--- src/rtl/banco_registradores_if.sv ---
// Register-file access bus: write port plus two independent combinational read ports.
interface banco_registradores_if #(
  parameter int unsigned DATA_WIDTH = 32,
  parameter int unsigned ADDR_WIDTH = 5
);
  logic                  regWrite;
  logic [ADDR_WIDTH-1:0] read_register_1;
  logic [ADDR_WIDTH-1:0] read_register_2;
  logic [ADDR_WIDTH-1:0] write_register;
  logic [DATA_WIDTH-1:0] write_data;
  logic [DATA_WIDTH-1:0] read_data_1;
  logic [DATA_WIDTH-1:0] read_data_2;

  modport master (
    output regWrite,
    output read_register_1,
    output read_register_2,
    output write_register,
    output write_data,
    input  read_data_1,
    input  read_data_2
  );

  modport slave (
    input  regWrite,
    input  read_register_1,
    input  read_register_2,
    input  write_register,
    input  write_data,
    output read_data_1,
    output read_data_2
  );
endinterface

--- src/rtl/banco_registradores.sv ---
// MIPS general-purpose register file: 2**ADDR_WIDTH registers, two async read ports,
// one synchronous write port, register 0 hardwired to zero.
module banco_registradores #(
  parameter int unsigned DATA_WIDTH = 32,
  parameter int unsigned ADDR_WIDTH = 5
) (
  input logic                  clk,
  input logic                  rst_n,
  banco_registradores_if.slave bus
);

  localparam int unsigned NumRegs = 2 ** ADDR_WIDTH;

  logic [DATA_WIDTH-1:0] regs_q [NumRegs];
  logic [DATA_WIDTH-1:0] regs_d [NumRegs];

  always_comb begin
    regs_d = regs_q;
    if (bus.regWrite && (bus.write_register != '0)) begin
      regs_d[bus.write_register] = bus.write_data;
    end
    // Entry 0 stays constant zero so it can be trimmed away.
    regs_d[0] = '0;
  end

  always_ff @(posedge clk or negedge rst_n) begin
    if (!rst_n) begin
      for (int i = 0; i < NumRegs; i++) begin
        regs_q[i] <= '0;
      end
    end else begin
      regs_q <= regs_d;
    end
  end

  // No write bypass: a same-cycle write becomes visible only after the edge.
  always_comb begin
    bus.read_data_1 = (bus.read_register_1 == '0) ? '0 : regs_q[bus.read_register_1];
    bus.read_data_2 = (bus.read_register_2 == '0) ? '0 : regs_q[bus.read_register_2];
  end

endmodule

--- src/flat_wrapper.sv ---
// flat-port wrapper written by rule: the top's interface ports become plain ports
module banco_registradores_flat 
#(
  parameter int unsigned DATA_WIDTH = 32,
  parameter int unsigned ADDR_WIDTH = 5
)
  (clk, rst_n, bus_regWrite, bus_read_register_1, bus_read_register_2, bus_write_register, bus_write_data, bus_read_data_1, bus_read_data_2);
  banco_registradores_if #(.DATA_WIDTH(DATA_WIDTH), .ADDR_WIDTH(ADDR_WIDTH)) bus_i ();
  input logic clk;
  input logic rst_n;
  input wire logic [$bits(bus_i.regWrite)-1:0] bus_regWrite;
  input wire logic [$bits(bus_i.read_register_1)-1:0] bus_read_register_1;
  input wire logic [$bits(bus_i.read_register_2)-1:0] bus_read_register_2;
  input wire logic [$bits(bus_i.write_register)-1:0] bus_write_register;
  input wire logic [$bits(bus_i.write_data)-1:0] bus_write_data;
  output wire logic [$bits(bus_i.read_data_1)-1:0] bus_read_data_1;
  output wire logic [$bits(bus_i.read_data_2)-1:0] bus_read_data_2;
  assign bus_i.regWrite = bus_regWrite;
  assign bus_i.read_register_1 = bus_read_register_1;
  assign bus_i.read_register_2 = bus_read_register_2;
  assign bus_i.write_register = bus_write_register;
  assign bus_i.write_data = bus_write_data;
  assign bus_read_data_1 = bus_i.read_data_1;
  assign bus_read_data_2 = bus_i.read_data_2;
  banco_registradores #(.DATA_WIDTH(DATA_WIDTH), .ADDR_WIDTH(ADDR_WIDTH)) u_core (.clk(clk), .rst_n(rst_n), .bus(bus_i));
endmodule
--- config.mk ---
export PLATFORM = sky130hd
export DESIGN_NAME = banco_registradores_flat
export DESIGN_NICKNAME = d
export VERILOG_FILES = /design/src/rtl/banco_registradores_if.sv /design/src/rtl/banco_registradores.sv /design/src/flat_wrapper.sv
export SDC_FILE = /design/constraint.sdc
export NUM_CORES = 2
export LEC_CHECK = 0
export CORE_AREA = 3 3 317 319
export DETAILED_ROUTE_END_ITERATION = 8
export DIE_AREA = 0 0 320 322
export GPL_TIMING_DRIVEN = 0
export MAX_ROUTING_LAYER = met4
export PLACE_DENSITY = 0.71
export SYNTH_ARGS = -nofsm -noshare
export SYNTH_HDL_FRONTEND = slang
export SYNTH_SLANG_ARGS = --single-unit
--- constraint.sdc ---
create_clock -name clk -period 5.85 [get_ports clk]
set_clock_uncertainty 0.05 [all_clocks]
set_input_delay 1.17 -clock clk [delete_from_list [all_inputs] [get_ports clk]]
set_output_delay 1.17 -clock clk [all_outputs]
set_load 0.01 [all_outputs]
Word level (Yosys, flattened, before mapping) --
Index checks and enable logic that the tools add are counted.
Storage, ports and cells: input bits 50, output and inout port bits 64, word-level logic and storage cells 54, register bits after elaboration 992
Cells by class: $lt $le $gt $ge 4, bitwise logic cells 3, reduce and logical (&&, ||, !) cells 5, muxes and demuxes 11
Operators with widths (number):
- $bwmux 1024 | 1
- $bmux 32 s5 | 2
- $mux 32 | 7
- $demux 32 s5 | 1
- $ge 6x6->1 const B | 3
- $not 5->6 | 3
- $logic_not 5->1 | 2
- $lt 6x1->1 const B | 1
- $reduce_bool 5->1 | 1
- $logic_and 1x1->1 | 2

Logic depth before layout (Yosys ltp) --
depth after elaboration 6, depth in mapped cells 9, mapped depth without buffers 4

Worst setup path after synthesis --
Ideal clock, no wire load.
path type input to output, from input port bus_read_register_2[1], to output port bus_read_data_2[0], slack 2.053 ns, path buffers 4, cell stages on the path 8, required time 4.630 ns, arrival 2.577 ns, path through buf_6 -> buf_6 -> or2_1 -> buf_6 -> buf_2 -> o22ai_1 -> nor3_1 -> nor4_1
Between the ends: cells in the longest elaborated chain, start to end 5, elaborated cells on any way between the ends 6, classes of those cells mux: 4; bitwise: 1; reduce/logical: 1
RTL lines:
- start: declaration | line flat_wrapper.sv:13 | input wire logic [$bits(bus_i.read_register_2)-1:0] bus_read_register_2;
- $not 5->6 (not written as such) | line banco_registradores.sv:39 | bus.read_data_2 = (bus.read_register_2 == '0) ? '0 : regs_q[bus.read_register_2];
- $bmux 32 s5 | line banco_registradores.sv:39
- $mux 32 (not written as such) (2 in a row) | line banco_registradores.sv:39
- $mux 32 * | line banco_registradores.sv:39
- end: declaration | line flat_wrapper.sv:17 | output wire logic [$bits(bus_i.read_data_2)-1:0] bus_read_data_2;
Every way passes the cells marked *; elsewhere a longest branch is shown, timed or not. The select of a mux whose other input is x is not followed.

Final worst setup path --
from input port bus_read_register_2[3], to output port bus_read_data_2[1]
Same word-level chain as after synthesis.

==> results.toml <==
[job]
maxCapViolCount = 1

[global_routing]
antenna_found_initial = 7
grt_overflow = 0
grt_pass1_wl_microns = 283000
grt_start_max_net_pins = 170
grt_pass1_vias = 39600
track_usage = 0.397

[clocking]
hold_buffers = 0
numCtsBuffers = 109
cts_tree = "done"
clkLatencyLatePin_ns = 0.72
post_cts_buffers = 0
cts_max_path_buffers = 3
clk_pin_slew_ns = 0.06
clockRootBuffer = "clkbuf_16"
htreeDepth = 3
numClockSinks = 992

[placement]
dp.cells = 5454
dp_hpwl_microns = 136000
place.port_buffers = 109
placed_cell_area_sq_um = 56500
gp_congestion = 1.00

[sta]
rsz0062_at_grt = "yes"
relSlewSlack = -0.0127
setup_viol = 22
worstMarginPinSlew_ns = 1.52
fin_setup_tns_ns = -1.20
hold_viol = 0
timing.hold.ws_ns = 0.337
post-route-min-period_ns = 6.02
layout_setup_ws_ns = -0.168
slew_violations = 11
fmax_mhz = 166
fin_crit_sh = 1.03

[detailed_routing]
drtIter0Drc = 5955
drc_errors = 0
routed_wirelength_microns = 202000
wl_met2_microns = 85600
ant_nets = 0
met3_length_microns = 24000
viasPerCell = 7.10
wire_per_inst_microns = 35.6
drt-met1-wl_microns = 78900
dr.pass1.iters = 7
vias = 40200
routed.top_layer = "met4"

[die]
die_w_microns = 320
dieArea_sq_um = 103000
pin_count = 114
die_h_microns = 322
fp-row-count = 115
core_area_sq_um = 98100
start_util = 0.546

[outcome]
status = "complete, but fails checks"
violations = "max-capacitance violations, max-slew violations, negative setup slack"

[synthesis]
yosysSeqAreaShare = 0.463
synth_area_leaders = "dfrtp_1 46%, mux2_2 22%, mux2i_1 12%, mux4_2 5.4%, o22ai_1 3.0%"
yosysMostFrequentCell = "mux2_2"
synth_edf_count = 0
yosysTopAreaCellShare = 0.463
synth_common_cells = "1047 x mux2_2, 992 x dfrtp_1, 641 x mux2i_1"
synth_area_sq_um = 53600
netlist_instances = 4052
ys_warn_count = 0
synth_cell_types = 40
synth-seq-cells = 992
synthFlopType = "dfrtp_1"
syn-num-nets = 4102
avgSynthCellArea_sq_um = 13.2
yosysTopAreaCell = "dfrtp_1"
synthArstFlopShare = 1.00

[critical_path]
crit_cells = 6
crit_required_ns = 4.63
crit_fanout = 10
crit_path_end = "bus_read_data_2[1]"
cp.buffers_inverters = 3
reg2reg_depth = 1
r2r-end = "u_core.regs_q[27]"
critPathLaunchType = "input port"
path_delay_family = "buffers and inverters"
endpoint_kind = "output pin"
arrival_ns = 4.80
critical_path.slowest_cell = "clkbuf_1"
path_common_cell = "clkdlybuf4s50_1"
reg2reg_slack_ns = 4.94
slowest_delay_ns = 1.08
crit_type = "in2out"
critPathLaunch = "bus_read_register_2[3]"
reg2reg_from = "u_core.regs_q[27]"
path_cells = "clkdlybuf4s50_1, nand2b_1, clkbuf_1, nor3_1, nor4_1, clkdlybuf4s50_1"

[power_and_ir_drop]
power.total_mw = 21.1
combPwrFrac = 0.209
seqPwrFrac = 0.439
power_per_cell_area_nw_per_um2 = 349
power.switching_mw = 6.12
vdd_drop_max_uv = 247
pwr-share-clk = 0.352
netSwitchingFraction = 0.290
p_int_mw = 15.0
leakagePower_nw = 27.2

[cells_and_area]
fillers = 7820
regMostFlops = "u_core.regs_q"
syn_to_final_growth_pct = 12.8
largest_reg_flops = 992
multiInputGateArea_sq_um = 26600
drive_gt1_frac = 0.385
final_area_sq_um = 60500
layout.nets = 4327
seq_area_sq_um = 24800
largestRegisters = "u_core.regs_q x992"
fin_cells = 5659

[hold_path]
hp-class = "in2async"
## routing by layer
layer / global-route usage / vias up
met5: - / -
met4: 0.213 / 0
met3: 0.128 / 701
met2: 0.560 / 2700
met1: 0.509 / 20900
li1: - / 15900
## power by group through the flow
| stage | clock, mW | sequential, mW | combinational (mW) |
|---|---|---|---|
| final | 7.42 | 9.25 | 4.41 |
| after detailed placement | 0 | 9.29 | 4.29 |
| after CTS | 7.42 | 9.18 | 4.32 |
| after global placement | 0 | 9.27 | 4.18 |
| after floorplan | 0 | 8.99 | 3.08 |
| after global routing | 7.70 | 9.39 | 4.66 |
## through the flow
| step | util | worst slack (ns) |
|---|---|---|
| 6_report | 0.616 | -0.168 |
| 2_1_floorplan | - | 2.05 |
| 5_1_grt | 0.616 | -0.0167 |
| 3_5_place_dp | 0.576 | -0.716 |
| 3_3_place_gp | 0.574 | -42.01 |
| 4_1_cts | 0.615 | 0.00271 |
## how the worst min path moves through the flow
stage	cells after the start	endpoint	slack, ns	from
CTS	1	u_core.regs_q[802]	0.37	rst_n
detailed placement	1	u_core.regs_q[115]	0.45	u_core.regs_q[115]
global placement	1	u_core.regs_q[100]	0.44	u_core.regs_q[100]
finish	1	u_core.regs_q[932]	0.34	rst_n
floorplan	1	u_core.regs_q[609]	0.42	u_core.regs_q[609]
global route	1	u_core.regs_q[964]	0.37	rst_n
## placed cells by master (no fill, tap or decap), types with 30 or more instances in the layout
| cell | n |
|---|---|
| a22o_1 | 31 |
| o22ai_1 | 256 |
| dfrtp_1 | 992 |
| a211oi_1 | 30 |
| clkbuf_16 | 110 |
| mux2i_1 | 641 |
| clkbuf_1 | 168 |
| buf_4 | 60 |
| mux2_2 | 1047 |
| a221o_1 | 63 |
| mux4_2 | 129 |
| a22oi_1 | 63 |
| buf_2 | 150 |
| clkdlybuf4s50_1 | 108 |
| nor3_1 | 153 |
| nor2b_1 | 35 |
## repair_timing
item                       in CTS  in global routing
hold endpoints to repair        0                  0
resized for setup              19                 49
gates cloned                    0                  0
setup endpoints to repair      48                 53
## cell families (layout without fill, tap and decap cells)
family	Yosys count	count (layout)	share of synthesized area
compound gates	509	509	0.0669
flops	992	992	0.463
other cells	0	9	0
simple gates	299	299	0.0322
buf+inv	426	737	0.0422
mux	1826	1826	0.396
## final cells by class
type,instances,share of cell area
Timing Repair Buffer,115,0.0209
Clock buffer,142,0.0505
Clock inverter,55,0.0125
Buffer,425,0.0382
Antenna cell,9,0.000372
Tap cell,1287,0.0266
Sequential cell,992,0.410
Multi-Input combinational cell,2634,0.440
Note: power is estimated with default switching activity, not from simulation.
